===== src/rtl/fpu_mul_seq_if.sv =====
// -----------------------------------------------------------------------------
// fpu_mul_seq_if
// Bundle of control, operand and result signals between the register file
// (master) and the sequential binary32 multiplier (slave).
//   start            launch pulse, one cycle, operands valid alongside it
//   fpu_rst_w        synchronous abort/clear strobe
//   operand1/2       IEEE-754 binary32 multiplicand / multiplier
//   busy             operation in flight
//   done             one-cycle completion pulse
//   result           binary32 product, held until next done or clear
//   flag_*           invalid / overflow / underflow / inexact, held with result
// -----------------------------------------------------------------------------
interface fpu_mul_seq_if;
    logic        start;
    logic        fpu_rst_w;
    logic [31:0] operand1;
    logic [31:0] operand2;
    logic        busy;
    logic        done;
    logic [31:0] result;
    logic        flag_invalid;
    logic        flag_overflow;
    logic        flag_underflow;
    logic        flag_inexact;

    modport master (
        output start, fpu_rst_w, operand1, operand2,
        input  busy, done, result,
        input  flag_invalid, flag_overflow, flag_underflow, flag_inexact
    );

    modport slave (
        input  start, fpu_rst_w, operand1, operand2,
        output busy, done, result,
        output flag_invalid, flag_overflow, flag_underflow, flag_inexact
    );
endinterface


===== src/rtl/fpu_mul_seq.sv =====
// -----------------------------------------------------------------------------
// fpu_mul_seq
// Sequential IEEE-754 binary32 multiplier, round-to-nearest-even.
// Subnormal inputs are flushed to signed zero; results that would be
// subnormal are flushed to signed zero with underflow+inexact.
// Ports:
//   clk       clock, rising edge
//   reset_n   asynchronous active-low reset
//   io_bus    fpu_mul_seq_if.slave (start/operands in, busy/done/result/flags out)
// Build option:
//   FPU_MUL_RADIX4_EN  when defined, the shift-add multiplier retires two
//                      multiplier bits per cycle instead of one. Results are
//                      identical in both builds; only normal-path latency
//                      changes.
// -----------------------------------------------------------------------------
module fpu_mul_seq (
    input  logic         clk,
    input  logic         reset_n,
    fpu_mul_seq_if.slave io_bus
);
    typedef enum logic [2:0] {
        S_IDLE   = 3'd0,
        S_UNPACK = 3'd1,
        S_MULT   = 3'd2,
        S_NORM   = 3'd3,
        S_ROUND  = 3'd4,
        S_DONE   = 3'd5
    } state_t;

`ifdef FPU_MUL_RADIX4_EN
    localparam int         STEP_BITS = 2;
    localparam logic [4:0] LAST_CNT  = 5'd11;
`else
    localparam int         STEP_BITS = 1;
    localparam logic [4:0] LAST_CNT  = 5'd23;
`endif
    localparam logic [31:0] QNAN = 32'h7FC0_0000;

    state_t             r_state;
    state_t             w_next;
    logic [31:0]        r_op_a;
    logic [31:0]        r_op_b;
    logic               r_sign;
    logic signed [9:0]  r_exp;
    logic [47:0]        r_prod;
    logic [47:0]        r_mcand;
    logic [23:0]        r_mplier;
    logic [4:0]         r_cnt;
    logic [22:0]        r_mant;
    logic               r_guard;
    logic               r_rnd;
    logic               r_sticky;
    logic [31:0]        r_res_pend;
    logic [3:0]         r_flg_pend;     // {invalid, overflow, underflow, inexact}
    logic               r_busy;
    logic               r_done;
    logic [31:0]        r_result;
    logic [3:0]         r_flags;

    logic [7:0]         w_exp_a;
    logic [7:0]         w_exp_b;
    logic [22:0]        w_man_a;
    logic [22:0]        w_man_b;
    logic               w_sign;
    logic               w_zero_a, w_zero_b, w_inf_a, w_inf_b;
    logic               w_nan_a, w_nan_b, w_snan_a, w_snan_b;
    logic               w_special;
    logic [31:0]        w_spec_res;
    logic               w_spec_inv;
    logic [47:0]        w_mcand;
    logic [23:0]        w_mplier;
    logic [47:0]        w_acc;
    logic [47:0]        w_step;
    logic               w_round_up;
    logic [23:0]        w_mant_rnd;
    logic signed [9:0]  w_exp_rnd;
    logic [31:0]        w_rnd_res;
    logic [3:0]         w_rnd_flg;

    assign w_exp_a = r_op_a[30:23];
    assign w_exp_b = r_op_b[30:23];
    assign w_man_a = r_op_a[22:0];
    assign w_man_b = r_op_b[22:0];
    assign w_sign  = r_op_a[31] ^ r_op_b[31];

    // Operand classification and the result for NaN / infinity / zero inputs.
    always_comb begin
        w_zero_a   = (w_exp_a == 8'd0);     // subnormals count as zero
        w_zero_b   = (w_exp_b == 8'd0);
        w_inf_a    = (w_exp_a == 8'hFF) && (w_man_a == 23'd0);
        w_inf_b    = (w_exp_b == 8'hFF) && (w_man_b == 23'd0);
        w_nan_a    = (w_exp_a == 8'hFF) && (w_man_a != 23'd0);
        w_nan_b    = (w_exp_b == 8'hFF) && (w_man_b != 23'd0);
        w_snan_a   = w_nan_a && !w_man_a[22];
        w_snan_b   = w_nan_b && !w_man_b[22];
        w_special  = w_zero_a || w_zero_b || (w_exp_a == 8'hFF) || (w_exp_b == 8'hFF);
        w_spec_res = 32'h0000_0000;
        w_spec_inv = 1'b0;
        if (w_nan_a || w_nan_b) begin
            w_spec_res = QNAN;
            w_spec_inv = w_snan_a || w_snan_b;
        end else if ((w_inf_a && w_zero_b) || (w_zero_a && w_inf_b)) begin
            w_spec_res = QNAN;
            w_spec_inv = 1'b1;
        end else if (w_inf_a || w_inf_b) begin
            w_spec_res = {w_sign, 8'hFF, 23'h00_0000};
        end else begin
            w_spec_res = {w_sign, 31'h0000_0000};
        end
    end

    // One shift-add step. The first step runs on the UNPACK edge straight
    // from the latched operands, so MULT only needs the remaining steps.
    always_comb begin
        if (r_state == S_UNPACK) begin
            w_mcand  = {24'h00_0000, 1'b1, w_man_a};
            w_mplier = {1'b1, w_man_b};
            w_acc    = 48'h0;
        end else begin
            w_mcand  = r_mcand;
            w_mplier = r_mplier;
            w_acc    = r_prod;
        end
        w_step = w_acc + (w_mplier[0] ? w_mcand : 48'h0);
`ifdef FPU_MUL_RADIX4_EN
        w_step = w_step + (w_mplier[1] ? {w_mcand[46:0], 1'b0} : 48'h0);
`endif
    end

    // Round-to-nearest-even and exponent range handling.
    always_comb begin
        w_round_up = r_guard & (r_rnd | r_sticky | r_mant[0]);
        w_mant_rnd = {1'b0, r_mant} + {23'h00_0000, w_round_up};
        w_exp_rnd  = r_exp + (w_mant_rnd[23] ? 10'sd1 : 10'sd0);
        if (w_exp_rnd >= 10'sd255) begin
            w_rnd_res = {r_sign, 8'hFF, 23'h00_0000};
            w_rnd_flg = 4'b0101;
        end else if (w_exp_rnd <= 10'sd0) begin
            w_rnd_res = {r_sign, 31'h0000_0000};
            w_rnd_flg = 4'b0011;
        end else begin
            // on mantissa carry-out the low 23 bits are already zero
            w_rnd_res = {r_sign, w_exp_rnd[7:0], w_mant_rnd[22:0]};
            w_rnd_flg = {3'b000, r_guard | r_rnd | r_sticky};
        end
    end

    // FSM state register.
    always_ff @(posedge clk or negedge reset_n) begin
        if (!reset_n) begin
            r_state <= S_IDLE;
        end else begin
            r_state <= w_next;
        end
    end

    // FSM next-state logic; the abort strobe overrides everything, including start.
    always_comb begin
        w_next = r_state;
        if (io_bus.fpu_rst_w) begin
            w_next = S_IDLE;
        end else begin
            case (r_state)
                S_IDLE:   w_next = io_bus.start ? S_UNPACK : S_IDLE;
                S_UNPACK: w_next = w_special ? S_DONE : S_MULT;
                S_MULT:   w_next = (r_cnt == LAST_CNT) ? S_NORM : S_MULT;
                S_NORM:   w_next = S_ROUND;
                S_ROUND:  w_next = S_DONE;
                S_DONE:   w_next = S_IDLE;
                default:  w_next = S_IDLE;
            endcase
        end
    end

    // Datapath and registered outputs.
    always_ff @(posedge clk or negedge reset_n) begin
        if (!reset_n) begin
            r_op_a <= 32'h0;  r_op_b <= 32'h0;  r_sign <= 1'b0;  r_exp <= 10'sd0;
            r_prod <= 48'h0;  r_mcand <= 48'h0; r_mplier <= 24'h0; r_cnt <= 5'd0;
            r_mant <= 23'h0;  r_guard <= 1'b0;  r_rnd <= 1'b0;   r_sticky <= 1'b0;
            r_res_pend <= 32'h0; r_flg_pend <= 4'h0;
            r_busy <= 1'b0;   r_done <= 1'b0;   r_result <= 32'h0; r_flags <= 4'h0;
        end else if (io_bus.fpu_rst_w) begin
            r_op_a <= 32'h0;  r_op_b <= 32'h0;  r_sign <= 1'b0;  r_exp <= 10'sd0;
            r_prod <= 48'h0;  r_mcand <= 48'h0; r_mplier <= 24'h0; r_cnt <= 5'd0;
            r_mant <= 23'h0;  r_guard <= 1'b0;  r_rnd <= 1'b0;   r_sticky <= 1'b0;
            r_res_pend <= 32'h0; r_flg_pend <= 4'h0;
            r_busy <= 1'b0;   r_done <= 1'b0;   r_result <= 32'h0; r_flags <= 4'h0;
        end else begin
            r_done <= 1'b0;
            case (r_state)
                S_IDLE: begin
                    if (io_bus.start) begin
                        r_op_a <= io_bus.operand1;
                        r_op_b <= io_bus.operand2;
                        r_busy <= 1'b1;
                    end
                end
                S_UNPACK: begin
                    r_sign <= w_sign;
                    if (w_special) begin
                        r_res_pend <= w_spec_res;
                        r_flg_pend <= {w_spec_inv, 3'b000};
                    end else begin
                        r_prod   <= w_step;
                        r_mcand  <= w_mcand << STEP_BITS;
                        r_mplier <= w_mplier >> STEP_BITS;
                        r_cnt    <= 5'd1;
                        r_exp    <= $signed({2'b00, w_exp_a}) + $signed({2'b00, w_exp_b}) - 10'sd127;
                    end
                end
                S_MULT: begin
                    r_prod   <= w_step;
                    r_mcand  <= w_mcand << STEP_BITS;
                    r_mplier <= w_mplier >> STEP_BITS;
                    r_cnt    <= r_cnt + 5'd1;
                end
                S_NORM: begin
                    // product of two [1,2) significands lies in [1,4)
                    if (r_prod[47]) begin
                        r_mant   <= r_prod[46:24];
                        r_guard  <= r_prod[23];
                        r_rnd    <= r_prod[22];
                        r_sticky <= |r_prod[21:0];
                        r_exp    <= r_exp + 10'sd1;
                    end else begin
                        r_mant   <= r_prod[45:23];
                        r_guard  <= r_prod[22];
                        r_rnd    <= r_prod[21];
                        r_sticky <= |r_prod[20:0];
                    end
                end
                S_ROUND: begin
                    r_res_pend <= w_rnd_res;
                    r_flg_pend <= w_rnd_flg;
                end
                S_DONE: begin
                    r_result <= r_res_pend;
                    r_flags  <= r_flg_pend;
                    r_done   <= 1'b1;
                    r_busy   <= 1'b0;
                end
                default: begin
                    r_busy <= 1'b0;
                end
            endcase
        end
    end

    assign io_bus.busy           = r_busy;
    assign io_bus.done           = r_done;
    assign io_bus.result         = r_result;
    assign io_bus.flag_invalid   = r_flags[3];
    assign io_bus.flag_overflow  = r_flags[2];
    assign io_bus.flag_underflow = r_flags[1];
    assign io_bus.flag_inexact   = r_flags[0];
endmodule

===== src/flat_wrapper.sv =====
// flat-port wrapper written by rule: the top's interface ports become plain ports
module fpu_mul_seq_flat 
  (clk, reset_n, io_bus_start, io_bus_fpu_rst_w, io_bus_operand1, io_bus_operand2, io_bus_busy, io_bus_done, io_bus_result, io_bus_flag_invalid, io_bus_flag_overflow, io_bus_flag_underflow, io_bus_flag_inexact);
  fpu_mul_seq_if io_bus_i ();
  input  logic clk;
  input  logic reset_n;
  input wire logic [$bits(io_bus_i.start)-1:0] io_bus_start;
  input wire logic [$bits(io_bus_i.fpu_rst_w)-1:0] io_bus_fpu_rst_w;
  input wire logic [$bits(io_bus_i.operand1)-1:0] io_bus_operand1;
  input wire logic [$bits(io_bus_i.operand2)-1:0] io_bus_operand2;
  output wire logic [$bits(io_bus_i.busy)-1:0] io_bus_busy;
  output wire logic [$bits(io_bus_i.done)-1:0] io_bus_done;
  output wire logic [$bits(io_bus_i.result)-1:0] io_bus_result;
  output wire logic [$bits(io_bus_i.flag_invalid)-1:0] io_bus_flag_invalid;
  output wire logic [$bits(io_bus_i.flag_overflow)-1:0] io_bus_flag_overflow;
  output wire logic [$bits(io_bus_i.flag_underflow)-1:0] io_bus_flag_underflow;
  output wire logic [$bits(io_bus_i.flag_inexact)-1:0] io_bus_flag_inexact;
  assign io_bus_i.start = io_bus_start;
  assign io_bus_i.fpu_rst_w = io_bus_fpu_rst_w;
  assign io_bus_i.operand1 = io_bus_operand1;
  assign io_bus_i.operand2 = io_bus_operand2;
  assign io_bus_busy = io_bus_i.busy;
  assign io_bus_done = io_bus_i.done;
  assign io_bus_result = io_bus_i.result;
  assign io_bus_flag_invalid = io_bus_i.flag_invalid;
  assign io_bus_flag_overflow = io_bus_i.flag_overflow;
  assign io_bus_flag_underflow = io_bus_i.flag_underflow;
  assign io_bus_flag_inexact = io_bus_i.flag_inexact;
  fpu_mul_seq u_core (.clk(clk), .reset_n(reset_n), .io_bus(io_bus_i));
endmodule

===== config.mk =====
export PLATFORM = sky130hd
export DESIGN_NAME = fpu_mul_seq_flat
export DESIGN_NICKNAME = d
export VERILOG_FILES = /design/src/rtl/fpu_mul_seq_if.sv /design/src/rtl/fpu_mul_seq.sv /design/src/flat_wrapper.sv
export SDC_FILE = /design/constraint.sdc
export NUM_CORES = 1
export LEC_CHECK = 0
export CAP_MARGIN = 20
export CORE_AREA = 2 2 212 214
export CTS_BUF_LIST = sky130_fd_sc_hd__clkbuf_2 sky130_fd_sc_hd__clkbuf_4 sky130_fd_sc_hd__clkbuf_8
export CTS_CLUSTER_DIAMETER = 80
export CTS_CLUSTER_SIZE = 14
export DETAILED_ROUTE_END_ITERATION = 8
export DIE_AREA = 0 0 214 216
export GPL_TIMING_DRIVEN = 0
export PLACE_DENSITY = 0.58
export SLEW_MARGIN = 20
export SYNTH_ARGS = -nofsm -noshare
export SYNTH_HDL_FRONTEND = slang
export SYNTH_SLANG_ARGS = --single-unit

===== constraint.sdc =====
create_clock -name clk -period 8.5 [get_ports clk]
set_clock_uncertainty 0.15 [all_clocks]
set_input_delay 1.275 -clock clk [delete_from_list [all_inputs] [get_ports clk]]
set_output_delay 1.275 -clock clk [all_outputs]
set_load 0.05 [all_outputs]

After elaboration in Yosys (flattened, before gate mapping)
Index checks and enable logic that the tools add are counted.
W data, S select, Z words.
- word-level logic and storage cells: 157
- bits in registers: 303
- bits of input ports: 68
- output and inout bits: 38
- equal/unequal tests: 13
- muxes and demuxes: 70
- reduce and logical (&&, ||, !) cells: 40
- add/subtract/negate cells: 7
- magnitude comparators: 2
- bitwise logic cells: 6
- operators by type and width (cell ; number):
    $mux W32 ; 12
    $mux W48 ; 7
    $pmux W48 S2 ; 2
    $mux W31 ; 3
    $mux W24 ; 3
    $mux W23 ; 3
    $pmux W32 S2 ; 1
    $add A48 B48 Y48 ; 1
    $pmux W24 S2 ; 1
    $logic_not A23 Y1 ; 2
    $reduce_bool A23 Y1 ; 2
    $mux W10 ; 3
    $add A23 B1 Y24 ; 1
    $reduce_or A22 Y1 ; 1
    $reduce_or A21 Y1 ; 1
    $mux W1 ; 20
    $mux W4 ; 5
    $pmux W10 S2 ; 1
    $eq A8 B8 Y1 const B ; 2
    $logic_not A8 Y1 ; 2
    $pmux W3 S5 ; 1
    $add A10 B10 Y10 ; 1
    $add A10 B2 Y10 const B ; 1
    $ge A10 B9 Y1 const B ; 1
    other kinds (29) ; 61

Logic depth before layout (Yosys ltp)
- depth after elaboration: 11
- gate-level depth with buffers: 18
- gate-level depth less buffers: 17

Worst setup path before layout
No wires, ideal clock.
- path type: reg-to-reg
- start: register u_core.r_state[0]
- end: register u_core.r_prod[44]
- setup slack: 4169 ps
- clock period less this slack: 4331 ps
- cell stages (with the launch flop): 18
- path buffers: 3
- library setup time: 122 ps
- arrival: 4059 ps
- required time: 8228 ps
- cell sequence: dfrtp_1 -> nor2b_1 -> nand2b_1 -> clkbuf_1 -> clkbuf_1 -> clkbuf_1 -> nand2_1 -> fa_1 -> nand2b_1 -> a211oi_2 -> o311a_2 -> a41oi_2 -> o31a_1 -> o31ai_1 -> a21oi_2 -> nor3_1 -> o21ai_0 -> a32o_1
- cells in the longest elaborated chain, start to end: 7
- elaborated cells on any way between the ends: 13
- classes of those cells: 1 x add/sub; 3 x eq/ne; 7 x mux; 2 x reduce/logical
- ends and longest elaborated chain (item ; RTL line ; source):
    start: declaration ; fpu_mul_seq.sv:39 ; state_t r_state;
    start signal: assignment ; fpu_mul_seq.sv:153 ; r_state <= w_next;
    $eq A3 B1 Y1 ; fpu_mul_seq.sv:115, fpu_mul_seq.sv:191 ;
    $mux W48 or $mux W24 (tied branches) ; fpu_mul_seq.sv:115 ; if (r_state == S_UNPACK) begin
    $mux W48 ; fpu_mul_seq.sv:124 ; w_step = w_acc + (w_mplier[0] ? w_mcand : 48'h0);
    $add A48 B48 Y48 ; fpu_mul_seq.sv:124 ;
    $mux W48 ; fpu_mul_seq.sv:201 ; if (w_special) begin
    $pmux W48 S2 ; fpu_mul_seq.sv:191 ; case (r_state)
    $mux W48 ; fpu_mul_seq.sv:183 ; end else if (io_bus.fpu_rst_w) begin
    end signal: assignment ; fpu_mul_seq.sv:205 ; r_prod <= w_step;
    end signal: assignment ; fpu_mul_seq.sv:213 ; r_prod <= w_step;
    end: declaration ; fpu_mul_seq.sv:45 ; logic [47:0] r_prod;
Parallel ways exist; a longest one is shown, timed or not. The select of a mux whose other input is x is not followed.
A chain may end at the register's enable or synchronous reset.

Worst setup path in the final report
Same ends and word-level chain as after synthesis.

==> impl_results.md <==
* Crit path to: u_core.r_prod[44]
* Synth Flop Type: dfrtp_1
* Final Max Tran Viols at 0
* Crit-path max cell delay at between 0.6 and 0.7 ns
* Post-DP Area at roughly 19000 µm²
* Net count reported at finish at roughly 2200
* Vias in the first global route at between 10000 and 15000
* Stages on the worst setup path at 17
* Cell internal pwr at approximately 2.1 mW
* Routed Antenna Nets at 0
* RSZ-0062 raised after global routing: false
* Family with the most delay on the worst path: compound AO/OA/AOI/OAI gates
* Synth Instances at ~1900
* Setup TNS at 0 ns
* Setup slack, reg-to-reg at roughly 2.6 ns
* Largest net degree at the start of global routing at 89
* Clock Latency Late Sink at roughly 0.63 ns
* Post-route clock period utilization at just under 70%
* CP dominant cell by count: clkbuf_1
* CTS Sinks at approximately 300
* DR vias at about 14000
* Placed Cells at 2609
* Post-cts sizing count at 0
* WP data required at just under 9 ns
* Slew margin rel. at between 20 and 30%
* Io pins at roughly 110
* Critical Path Source: u_core.r_state[0]
* Clock Power Share at 24.6%
* Mapped Nets at roughly 2000
* Final core utilization at approximately 44%
* R2R Path Start: u_core.r_state[0]
* Max Clock Freq at 169.9 MHz
* First drt pass iteration count at 6
* Mean post-synth cell area at a little under 9 µm²
* Post-Layout Cell Count at between 2000 and 3000
* Worst-margin pin slew at ~1.1 ns
* Seq/Total Area, Yosys at 44.43%
* Cts hold-fix bufs at 0
* Fin. Hold Viols at 0
* Root buffer cell: clkbuf_8
* Max VDD drop at between 0.1 and 0.15 mV
* Initial Util at 38.67%
* Switching share of power at between 30% and 40%
* Cell area after synthesis at approximately 17000 µm²
* Lkg Pwr at 8.382 nW
* First-pass GRT wire length at ~77 mm
* Ys async rst share at 100.0%
* H-tree depth at 1
* Gate power share at between 20% and 30%
* Reg power frac at 49.1%
* WHS at 0.3340 ns
* Run status: finished, final reports clean
* Number of antenna violations at the first check in global routing at 0
* Num CTS Buffers at 26
* Num rows at 77
* Critical Path AT at about 6.3 ns
* RePlAce Congestion at ~0.90
* Final setup violation count at 0
* Filler Cell Count at 4395
* Setup bufs post-CTS at 0
* Most frequent cells in the layout: nand2_1, dfrtp_1, o21ai_0
* Fin crit period at slightly below 6 ns
* Post-synth EDFFs at 0
* Sw power at roughly 1.2 mW
* #FFs+latches synth at ~300
* CP max FO at 10
* Die Wd at around 210 µm
* Grt total ovfl at 0
* R2r worst-path depth at 17
* Max-cap violation count at 0
* Total track usage at 20.33%
* Initial DRC Count at approximately 910
* Post-Route WL at between 40 and 50 mm
* Core Area at roughly 44000 µm²
* Vias per cell at roughly 5.4
* Dpl hpwl at about 36 mm
* HP Class: flip-flop to flip-flop
* # port buffers at between 100 and 150
* Crit path cell chain: nor2b_1 -> nand2b_1 -> clkbuf_1 -> clkbuf_1 -> clkbuf_1 -> nand2_1 -> fa_1 -> nand2b_1 -> a211oi_2 -> o311a_2 -> a41oi_2 -> o31a_1 -> o31ai_1 -> a21oi_2 -> nor3_1 -> o21ai_0 -> a32o_1
* Layout cells sized above 1 at about 3.3%
* Most common cell after layout, fill and taps aside: nand2_1
* Routed length per instance at 17.65 µm
* Setup ws final at 2.616 ns
* Final Cell Area at between 15000 and 20000 µm²
* Area growth from synthesis to layout at 13.70%
* Chip height at around 220 µm
* Power per standard cell area at between 150 and 200 nW/µm²
* Total die area at 46220 µm²
* Critical path type: flip-flop to flip-flop
* Crit path buf inv count at 3
* Place WS at 2.592 ns
* Diodes inserted at 0
* Power, Total at roughly 3.3 mW
* CTS max path bufs at 3
* Yosys warning count at 0
* Worst-path clk slew at roughly 0.10 ns
* Max stage delay cell, worst path: clkbuf_1
* Element type at the critical path start: flip-flop
* Remaining DRCs at 0
* Yosys cell types at around 70
* Crit path capture type: flip-flop
* R2r endpoint: u_core.r_prod[44]
* TritonCTS clock tree: built
worst register-to-register path, stage by stage (launching register included):
cell,delay (ns)
dfrtp_1,0.42
nor2b_1,0.21
nand2b_1,0.12
clkbuf_1,0.59
clkbuf_1,0.62
clkbuf_1,0.48
nand2_1,0.19
fa_1,0.45
nand2b_1,0.21
a211oi_2,0.26
o311a_2,0.28
a41oi_2,0.21
o31a_1,0.38
o31ai_1,0.39
a21oi_2,0.16
nor3_1,0.27
o21ai_0,0.12
a32o_1,0.27
layer usage:
metal	global-route usage [%]	vias up	share of wire [%]
li1	-	7013	-
met1	28.39	6839	48
met2	34.03	286	46
met3	2.241	66	3.9
met4	4.429	0	2.0
met5	0	-	0
kinds of logic (layout without fill, tap and decap cells):
group | Yosys count | after routing | share of synthesized area [%]
simple gates | 726 | 726 | 19.37
buf+inv | 142 | 285 | 3.285
fa+ha+maj | 63 | 63 | 4.739
flops | 301 | 301 | 44.43
mux | 70 | 70 | 4.133
xor+xnor | 83 | 83 | 4.288
compound gates | 524 | 524 | 19.75
worst min-delay path by stage:
stage,from,endpoint,slack [ns],cells after the start
3_5_place_dp,u_core.r_flg_pend[3],u_core.r_flg_pend[3],0.31,2
4_1_cts,u_core.r_flg_pend[3],u_core.r_flg_pend[3],0.33,2
5_1_grt,u_core.r_mplier[4],u_core.r_mplier[4],0.36,2
3_3_place_gp,u_core.r_mplier[6],u_core.r_mplier[6],0.31,2
2_1_floorplan,u_core.r_flg_pend[0],u_core.r_flg_pend[0],0.29,2
6_report,u_core.r_mplier[6],u_core.r_mplier[6],0.33,2
power groups by stage:
stage	combinational, mW	clock (mW)	sequential, mW
floorplan	0.557	0	1.63
finish	0.875	0.821	1.63
global route	0.974	0.902	1.65
detailed placement	0.879	0	1.66
CTS	0.882	0.852	1.63
global placement	0.863	0	1.66
flip-flops by register name, summed over array words and instances, names as in the netlist:
signal / count
u_core.io_bus.busy: 1
u_core.io_bus.done: 1
u_core.io_bus.result: 32
u_core.r_cnt: 5
u_core.r_exp: 10
u_core.r_flags: 4
u_core.r_flg_pend: 4
u_core.r_guard: 1
u_core.r_mant: 23
u_core.r_mcand: 47
u_core.r_mplier: 23
u_core.r_op_a: 32
u_core.r_op_b: 32
u_core.r_prod: 48
u_core.r_res_pend: 32
u_core.r_rnd: 1
u_core.r_sign: 1
u_core.r_state: 3
u_core.r_sticky: 1
synthesized netlist by cell type (all sizes together) (6+ instances only):
cell type / n / area, µm²
ha: 61 / 763.2
and3: 39 / 244.0
inv: 19 / 71.32
buf: 24 / 112.6
o31ai: 34 / 260.3
clkbuf: 99 / 372.9
a22o: 60 / 525.5
nand3: 33 / 165.2
a31oi: 6 / 37.54
o211ai: 6 / 45.04
a21o: 21 / 157.7
xor2: 46 / 402.9
nor2: 115 / 434.2
o21a: 9 / 67.56
nand2: 373 / 1400
a21oi: 136 / 684.4
and2: 55 / 344.1
or3: 6 / 42.54
mux2i: 70 / 700.7
nor3: 24 / 120.1
nand4: 21 / 137.6
xnor2: 37 / 324.1
nor2b: 11 / 68.82
o21bai: 11 / 82.58
o21ai: 166 / 830.8
nor4: 24 / 150.1
dfrtp: 301 / 7532
a211oi: 35 / 267.8
nand2b: 13 / 81.33
area by class of cell:
type | instances | area [µm²] | share of cell area, %
Multi-Input combinational cell | 1466 | 8862 | 45.98
Sequential cell | 301 | 7532 | 39.08
Timing Repair Buffer | 108 | 1139 | 5.908
Tap cell | 592 | 740.7 | 3.843
Buffer | 123 | 485.5 | 2.519
Clock buffer | 32 | 421.7 | 2.188
Inverter | 19 | 71.32 | 0.3700
Clock inverter | 3 | 21.27 | 0.1104
No activity file was read; power rests on OpenSTA's default activity.
